<file path="config.mk">
export PLATFORM = sky130hd
export DESIGN_NAME = serial_s
export DESIGN_NICKNAME = d
export VERILOG_FILES = /design/src/rtl/serial_s_pkg.sv /design/src/rtl/serial_s_tx_byte.sv /design/src/rtl/serial_s.sv
export SDC_FILE = /design/constraint.sdc
export NUM_CORES = 1
export LEC_CHECK = 0
export CAP_MARGIN = 10
export CORE_MARGIN = 2
export CORE_UTILIZATION = 50
export CTS_CLUSTER_SIZE = 28
export DETAILED_ROUTE_END_ITERATION = 8
export HOLD_SLACK_MARGIN = 0.12
export PLACE_DENSITY = 0.75
export SYNTH_ARGS = -nofsm -noshare
export SYNTH_HDL_FRONTEND = slang
export SYNTH_HIERARCHICAL = 1
export SYNTH_SLANG_ARGS = --single-unit
</file>
<file path="constraint.sdc">
create_clock -name m_clock -period 4 [get_ports m_clock]
set_input_delay 0.6 -clock m_clock [delete_from_list [all_inputs] [get_ports m_clock]]
set_output_delay 0.6 -clock m_clock [all_outputs]
set_load 0.01 [all_outputs]
</file>
<file path="src/rtl/serial_s_pkg.sv">
// Shared types and constants for the serial_s fixed-message UART transmitter.
// Optional even parity is enabled by defining SERIAL_S_PARITY_EN.
package serial_s_pkg;

    typedef enum logic [2:0] {
        StIdle,
        StStart,
        StData,
        StParity,
        StStop
    } tx_state_e;

    localparam int unsigned MSG_LEN    = 7;
    localparam int unsigned DEF_CLK_HZ = 50_000_000;
    localparam int unsigned DEF_BAUD   = 115_200;

    // "Hello\r\n"
    localparam logic [7:0] MSG_BYTES [MSG_LEN] = '{
        8'h48, 8'h65, 8'h6C, 8'h6C, 8'h6F, 8'h0D, 8'h0A
    };

    function automatic logic [7:0] msg_byte(input logic [2:0] idx);
        logic [7:0] b;
        b = 8'h00;
        for (int i = 0; i < MSG_LEN; i++) begin
            if (idx == 3'(i)) b = MSG_BYTES[i];
        end
        return b;
    endfunction

endpackage

</file>
<file path="src/rtl/serial_s_tx_byte.sv">
// Single-byte UART serialiser: baud counter plus START/DATA/[PARITY]/STOP sequencing.
// Defining SERIAL_S_PARITY_EN inserts an even-parity bit between DATA and STOP.
module serial_s_tx_byte
    import serial_s_pkg::*;
#(
    parameter int unsigned DIV = 434
) (
    input  logic       m_clock,
    input  logic       p_reset,
    input  logic       load,
    input  logic [7:0] data,
    output logic       busy,
    output logic       done,
    output logic       tx
);

    localparam logic [15:0] LastCnt = 16'(DIV - 1);

    tx_state_e   state_q, state_d;
    logic [15:0] cnt_q, cnt_d;
    logic [2:0]  bit_q, bit_d;
    logic [7:0]  shift_q, shift_d;
    logic        tx_q, tx_d;
`ifdef SERIAL_S_PARITY_EN
    logic        par_q, par_d;
`endif

    logic last_cnt;
    assign last_cnt = (cnt_q == LastCnt);

    always_comb begin
        state_d = state_q;
        cnt_d   = cnt_q;
        bit_d   = bit_q;
        shift_d = shift_q;
        tx_d    = tx_q;
        done    = 1'b0;
`ifdef SERIAL_S_PARITY_EN
        par_d   = par_q;
`endif
        case (state_q)
            StIdle: begin
                tx_d = 1'b1;
                if (load) begin
                    state_d = StStart;
                    cnt_d   = '0;
                    shift_d = data;
                    tx_d    = 1'b0;
`ifdef SERIAL_S_PARITY_EN
                    par_d   = ^data;
`endif
                end
            end
            StStart: begin
                cnt_d = cnt_q + 16'd1;
                if (last_cnt) begin
                    state_d = StData;
                    cnt_d   = '0;
                    bit_d   = '0;
                    tx_d    = shift_q[0];
                end
            end
            StData: begin
                cnt_d = cnt_q + 16'd1;
                if (last_cnt) begin
                    cnt_d   = '0;
                    shift_d = shift_q >> 1;
                    if (bit_q == 3'd7) begin
`ifdef SERIAL_S_PARITY_EN
                        state_d = StParity;
                        tx_d    = par_q;
`else
                        state_d = StStop;
                        tx_d    = 1'b1;
`endif
                    end else begin
                        bit_d = bit_q + 3'd1;
                        tx_d  = shift_q[1];
                    end
                end
            end
`ifdef SERIAL_S_PARITY_EN
            StParity: begin
                cnt_d = cnt_q + 16'd1;
                if (last_cnt) begin
                    state_d = StStop;
                    cnt_d   = '0;
                    tx_d    = 1'b1;
                end
            end
`endif
            StStop: begin
                cnt_d = cnt_q + 16'd1;
                if (last_cnt) begin
                    done  = 1'b1;
                    cnt_d = '0;
                    // A load on the stop-completion cycle chains the next frame with no idle gap.
                    if (load) begin
                        state_d = StStart;
                        shift_d = data;
                        tx_d    = 1'b0;
`ifdef SERIAL_S_PARITY_EN
                        par_d   = ^data;
`endif
                    end else begin
                        state_d = StIdle;
                        tx_d    = 1'b1;
                    end
                end
            end
            default: begin
                state_d = StIdle;
                cnt_d   = '0;
                tx_d    = 1'b1;
            end
        endcase
    end

    always_ff @(posedge m_clock or negedge p_reset) begin
        if (!p_reset) begin
            state_q <= StIdle;
            cnt_q   <= '0;
            bit_q   <= '0;
            shift_q <= '0;
            tx_q    <= 1'b1;
`ifdef SERIAL_S_PARITY_EN
            par_q   <= 1'b0;
`endif
        end else begin
            state_q <= state_d;
            cnt_q   <= cnt_d;
            bit_q   <= bit_d;
            shift_q <= shift_d;
            tx_q    <= tx_d;
`ifdef SERIAL_S_PARITY_EN
            par_q   <= par_d;
`endif
        end
    end

    assign busy = (state_q != StIdle);
    assign tx   = tx_q;

endmodule

</file>
<file path="src/rtl/serial_s.sv">
// Fixed-message UART transmitter: a rising edge on start_send sends "Hello\r\n" on TDX.
// Define SERIAL_S_PARITY_EN for 8E1 framing instead of 8N1.
module serial_s
    import serial_s_pkg::*;
#(
    parameter int unsigned CLK_HZ = DEF_CLK_HZ,
    parameter int unsigned BAUD   = DEF_BAUD,
    parameter int unsigned DIV    = CLK_HZ / BAUD
) (
    input  logic m_clock,
    input  logic p_reset,
    input  logic start_send,
    output logic TDX
);

    localparam logic [2:0] LastIdx = 3'(MSG_LEN - 1);

    logic       start_send_q;
    logic [2:0] byte_idx_q, byte_idx_d;
    logic       start_req;
    logic       load;
    logic [7:0] load_data;
    logic       busy;
    logic       done;

    assign start_req = start_send & ~start_send_q;

    // Requests while a message is in flight are dropped, not queued.
    always_comb begin
        byte_idx_d = byte_idx_q;
        load       = 1'b0;
        load_data  = msg_byte(3'd0);
        if (start_req && !busy) begin
            load       = 1'b1;
            byte_idx_d = 3'd0;
            load_data  = msg_byte(3'd0);
        end else if (done && (byte_idx_q < LastIdx)) begin
            load       = 1'b1;
            byte_idx_d = byte_idx_q + 3'd1;
            load_data  = msg_byte(byte_idx_q + 3'd1);
        end
    end

    always_ff @(posedge m_clock or negedge p_reset) begin
        if (!p_reset) begin
            start_send_q <= 1'b0;
            byte_idx_q   <= '0;
        end else begin
            start_send_q <= start_send;
            byte_idx_q   <= byte_idx_d;
        end
    end

    serial_s_tx_byte #(
        .DIV (DIV)
    ) u_tx_byte (
        .m_clock (m_clock),
        .p_reset (p_reset),
        .load    (load),
        .data    (load_data),
        .busy    (busy),
        .done    (done),
        .tx      (TDX)
    );

endmodule

</file>
==> impl.org <==
** Synth
- Async SR Flop Fraction :: 100.0%
- Dividing the synthesized area by the synthesized cell count gives 9.921 sq um.
- Largest cells by area after synthesis :: sky130_fd_sc_hd__dfrtp_1, sky130_fd_sc_hd__nand2_1, sky130_fd_sc_hd__mux2_4, sky130_fd_sc_hd__ha_1, sky130_fd_sc_hd__nor2_1
- Fraction of synthesized cell area taken by the top area cell type :: 37.95%
- Netlist Area Pre-Place :: 0.002242 sq mm
- Yosys printed 6 warnings.
- Part of the Yosys area used for sequential elements :: 39.12%
- After technology mapping, the gate count stands at 226.
- Yosys mapped the design onto 59 distinct sky130hd cell types.
- In this run, synthesis inferred 0 flip-flops with an integrated enable.
- Counting flops and latches in the post-synthesis netlist gives 35.
- Among all flip-flop cells after synthesis, the most frequent one is sky130_fd_sc_hd__dfrtp_1.
- Yosys top cell by area :: sky130_fd_sc_hd__dfrtp_1

** GRT
- Global-route wire length before repair :: 7.031 mm
- In the global route stage, overall resource usage came out at 17.74%.
- Vias in the first global route :: 1507
- Sum of overflow across all layers after global routing :: 0
- Maximum number of pins on one net before global-route repair :: 36
- The initial antenna violation count came to 0.

** Detailed routing
- After detailed routing, the number of vias per cell comes to 5.539.
- In the final routed layout, each cell accounts on average for 13.80 um.
- In this run the remaining antenna-violating nets after routing total 0.
- Violation count after the first detailed-routing iteration :: 66
- The pre-antenna-repair detailed-routing pass consisted of 4 iterations.
- The final route contains 1573 vias.
- For this run, design rule violations remaining after detail routing come to 0.
- Post-Route WL :: 3.918 mm

** Critical path
- CP Data Required Time :: 4180 ps
- FF-to-FF setup slack :: roughly 530 ps
- The critical path in this run is classified as reg -> reg.
- Category of the worst setup path capture point :: flip-flop
- Worst endpoint data arrival time :: roughly 3600 ps
- Kind of start point of the critical path :: flip-flop
- In this run the worst path has a maximum fanout of 10.

** Clock tree
- After clock tree synthesis, the clock-pin slew on the worst setup and hold paths is around 70 ps.
- TritonCTS clock tree :: built
- The number of hold buffers added after CTS was 0.
- Deepest clock path buffer count :: 2
- TritonCTS created 5 clock buffers.
- The number of gates resized after CTS was 0.
- Clock H-tree levels :: 2
- Buffers added to address setup during post-CTS repair amount to 0.
- Num Clock Sinks :: 35
- The clock reaches the later pin of the worst-skew pair after 290 ps.
- CTS root buf :: sky130_fd_sc_hd__clkbuf_8

** Floorplan
- I/O pins :: 4
- Effective utilization at floorplan :: 51.85%
- Row cnt :: 24
- Horizontal die dimension :: 70.97 um
- Full die area :: 0.005036 sq mm
- Core ar. :: 0.004324 sq mm
- Die extent in y :: 70.97 um

** Run status
- Result of the run :: finished, final reports clean

** Power
- Power spread over the standard cell area amounts to 478.7 mW/mm^2.
- For this design the static power due to leakage is roughly 1.1 nW.
- VDD sags by at most 0.2424 mV.
- Total power draw :: approximately 1.2 mW

** Placed design
- The congestion estimate from routability-driven global placement came to 0.7485.
- In this run, placement finished with an instance count of 276.
- Port-buffer cells :: 3
- Half-perimeter wire length of the detailed placement result :: 2.750 mm

** STA
- Derived from the worst setup path, the maximum achievable clock frequency is between 200 and 300 MHz.
- Setup skew after layout :: 9.497 ps
- Hold Vio Cnt, Final :: 0
- For the final routed database, the setup TNS stands at 0 ps.
- Setup violations remaining at the end of the flow were counted as 0.
- After layout, the worst path uses 86.65% of the clock period.
- Hold is met by between 500 and 600 ps.
- For the pin with the worst max-slew slack, the measured transition is 686.7 ps.
- Max-Slew Margin vs Limit :: 54.22%
- The clock period could shrink to 3466 ps.
- Setup repair after global routing missed its margin :: no
- Final Max Slew Viols :: 0

** Job
- Max Cap Violations :: 0

** Final layout
- Post-layout nets :: 243
- The library cells used most frequently in the layout, excluding fill and tap cells, are sky130_fd_sc_hd__nand2_1, sky130_fd_sc_hd__dfrtp_1, sky130_fd_sc_hd__nor2_1.
- The finished layout holds about 280 standard cells, fillers aside.
- The library cell used most frequently in the layout, excluding fill and tap cells, is sky130_fd_sc_hd__nand2_1.
- Layout cells sized above 1 :: 15.95%
- The repair_antennas step left the layout with diodes totalling 0.
- Signed area change from the synthesized netlist to the final layout :: 7.366%

** Min path
- Worst hold-check path type :: reg -> reg
-- report_power, final --
group          switching [mW]  leakage [nW]  internal, mW  total, mW
registers              0.0897         0.466         0.415      0.504
logic                   0.203         0.572         0.181      0.384
clock network           0.125        0.0482         0.139      0.264
-- routing by layer --
metal | wire length (um) | track usage (%)
met4 | 65 | 6.918
met2 | 1836 | 27.21
met1 | 1917 | 24.38
met3 | 97 | 4.274
met5 | 0 | 0
-- stage by stage --
| step | util [%] | area, sq um | worst slack, ps |
|---|---|---|---|
| finish | 55.67 | 2407 | 533.9 |
| global route | 55.67 | 2407 | 97.34 |
| CTS | 55.67 | 2407 | 515.5 |
| detailed placement | 53.56 | 2316 | 537.1 |
| global placement | 53.56 | 2316 | 667.6 |
| floorplan | - | 2246 | 889.6 |
-- sequential cells by signal, indices dropped and copies added (netlist names) --
name               flops
u_tx_byte/bit_q        3
u_tx_byte/state_q      3
u_tx_byte/cnt_q       16
u_tx_byte/shift_q      8
u_tx_byte/tx           1
byte_idx_q             3
start_send_q           1
-- Yosys cell counts (2+ instances only) --
| library cell | count |
|---|---|
| sky130_fd_sc_hd__xnor2_1 | 7 |
| sky130_fd_sc_hd__dfrtp_1 | 34 |
| sky130_fd_sc_hd__o21ai_0 | 6 |
| sky130_fd_sc_hd__nand3_1 | 4 |
| sky130_fd_sc_hd__nor3_1 | 4 |
| sky130_fd_sc_hd__nand3b_1 | 3 |
| sky130_fd_sc_hd__nand2_1 | 37 |
| sky130_fd_sc_hd__inv_1 | 8 |
| sky130_fd_sc_hd__and4_2 | 2 |
| sky130_fd_sc_hd__xor2_1 | 9 |
| sky130_fd_sc_hd__a22oi_1 | 2 |
| sky130_fd_sc_hd__or2_2 | 2 |
| sky130_fd_sc_hd__nor4b_4 | 2 |
| sky130_fd_sc_hd__o21ai_1 | 7 |
| sky130_fd_sc_hd__mux2i_1 | 2 |
| sky130_fd_sc_hd__a21oi_1 | 7 |
| sky130_fd_sc_hd__ha_1 | 9 |
| sky130_fd_sc_hd__nor3b_1 | 3 |
| sky130_fd_sc_hd__buf_2 | 5 |
| sky130_fd_sc_hd__nand2b_1 | 3 |
| sky130_fd_sc_hd__a211oi_1 | 2 |
| sky130_fd_sc_hd__and3_1 | 2 |
| sky130_fd_sc_hd__nor2_1 | 21 |
| sky130_fd_sc_hd__mux2_4 | 8 |
| sky130_fd_sc_hd__nand4_1 | 3 |
-- worst max-delay path, stage by stage, from the launching register on --
cell	delay [ps]
sky130_fd_sc_hd__dfrtp_1	410
sky130_fd_sc_hd__inv_1	90
sky130_fd_sc_hd__ha_1	130
sky130_fd_sc_hd__nor3b_2	270
sky130_fd_sc_hd__nand4_4	230
sky130_fd_sc_hd__nor4b_1	620
sky130_fd_sc_hd__a21boi_0	400
sky130_fd_sc_hd__or2_2	280
sky130_fd_sc_hd__inv_1	60
sky130_fd_sc_hd__o21ai_1	220
sky130_fd_sc_hd__a22oi_4	120
sky130_fd_sc_hd__nor2_8	190
sky130_fd_sc_hd__mux2_4	320
-- worst paths after layout --
check,cells past startpoint,to,startpoint
setup / recovery,12,u_tx_byte/shift_q[5],u_tx_byte/cnt_q[1]
hold reg to reg,2,u_tx_byte/shift_q[7],u_tx_byte/shift_q[7]
min in group asynchronous,2,u_tx_byte/cnt_q[3],p_reset
setup reg to reg,12,u_tx_byte/shift_q[5],u_tx_byte/cnt_q[1]
hold / removal,2,u_tx_byte/shift_q[7],u_tx_byte/shift_q[7]
max in group asynchronous,2,u_tx_byte/tx,p_reset
-- kinds of logic after synthesis --
group | share of synthesized area, %
flip-flops | 39.12
AND/OR/NAND/NOR | 26.90
adder cells (fa/ha/maj) | 5.525
AO/OA/AOI/OAI | 11.44
other | 0.1673
multiplexers | 6.250
buffers and inverters | 3.125
XOR/XNOR | 7.478
-- area by class of cell --
type | instances | area [sq um]
Inverter | 8 | 30.03
Fill cell | 401 | 1917
Tap cell | 52 | 65.06
Multi-Input combinational cell | 176 | 1299
Timing Repair Buffer | 5 | 45.04
Sequential cell | 35 | 877.1
Clock buffer | 7 | 86.33
Clock inverter | 1 | 5.005
No activity file was read; power rests on OpenSTA's default activity.
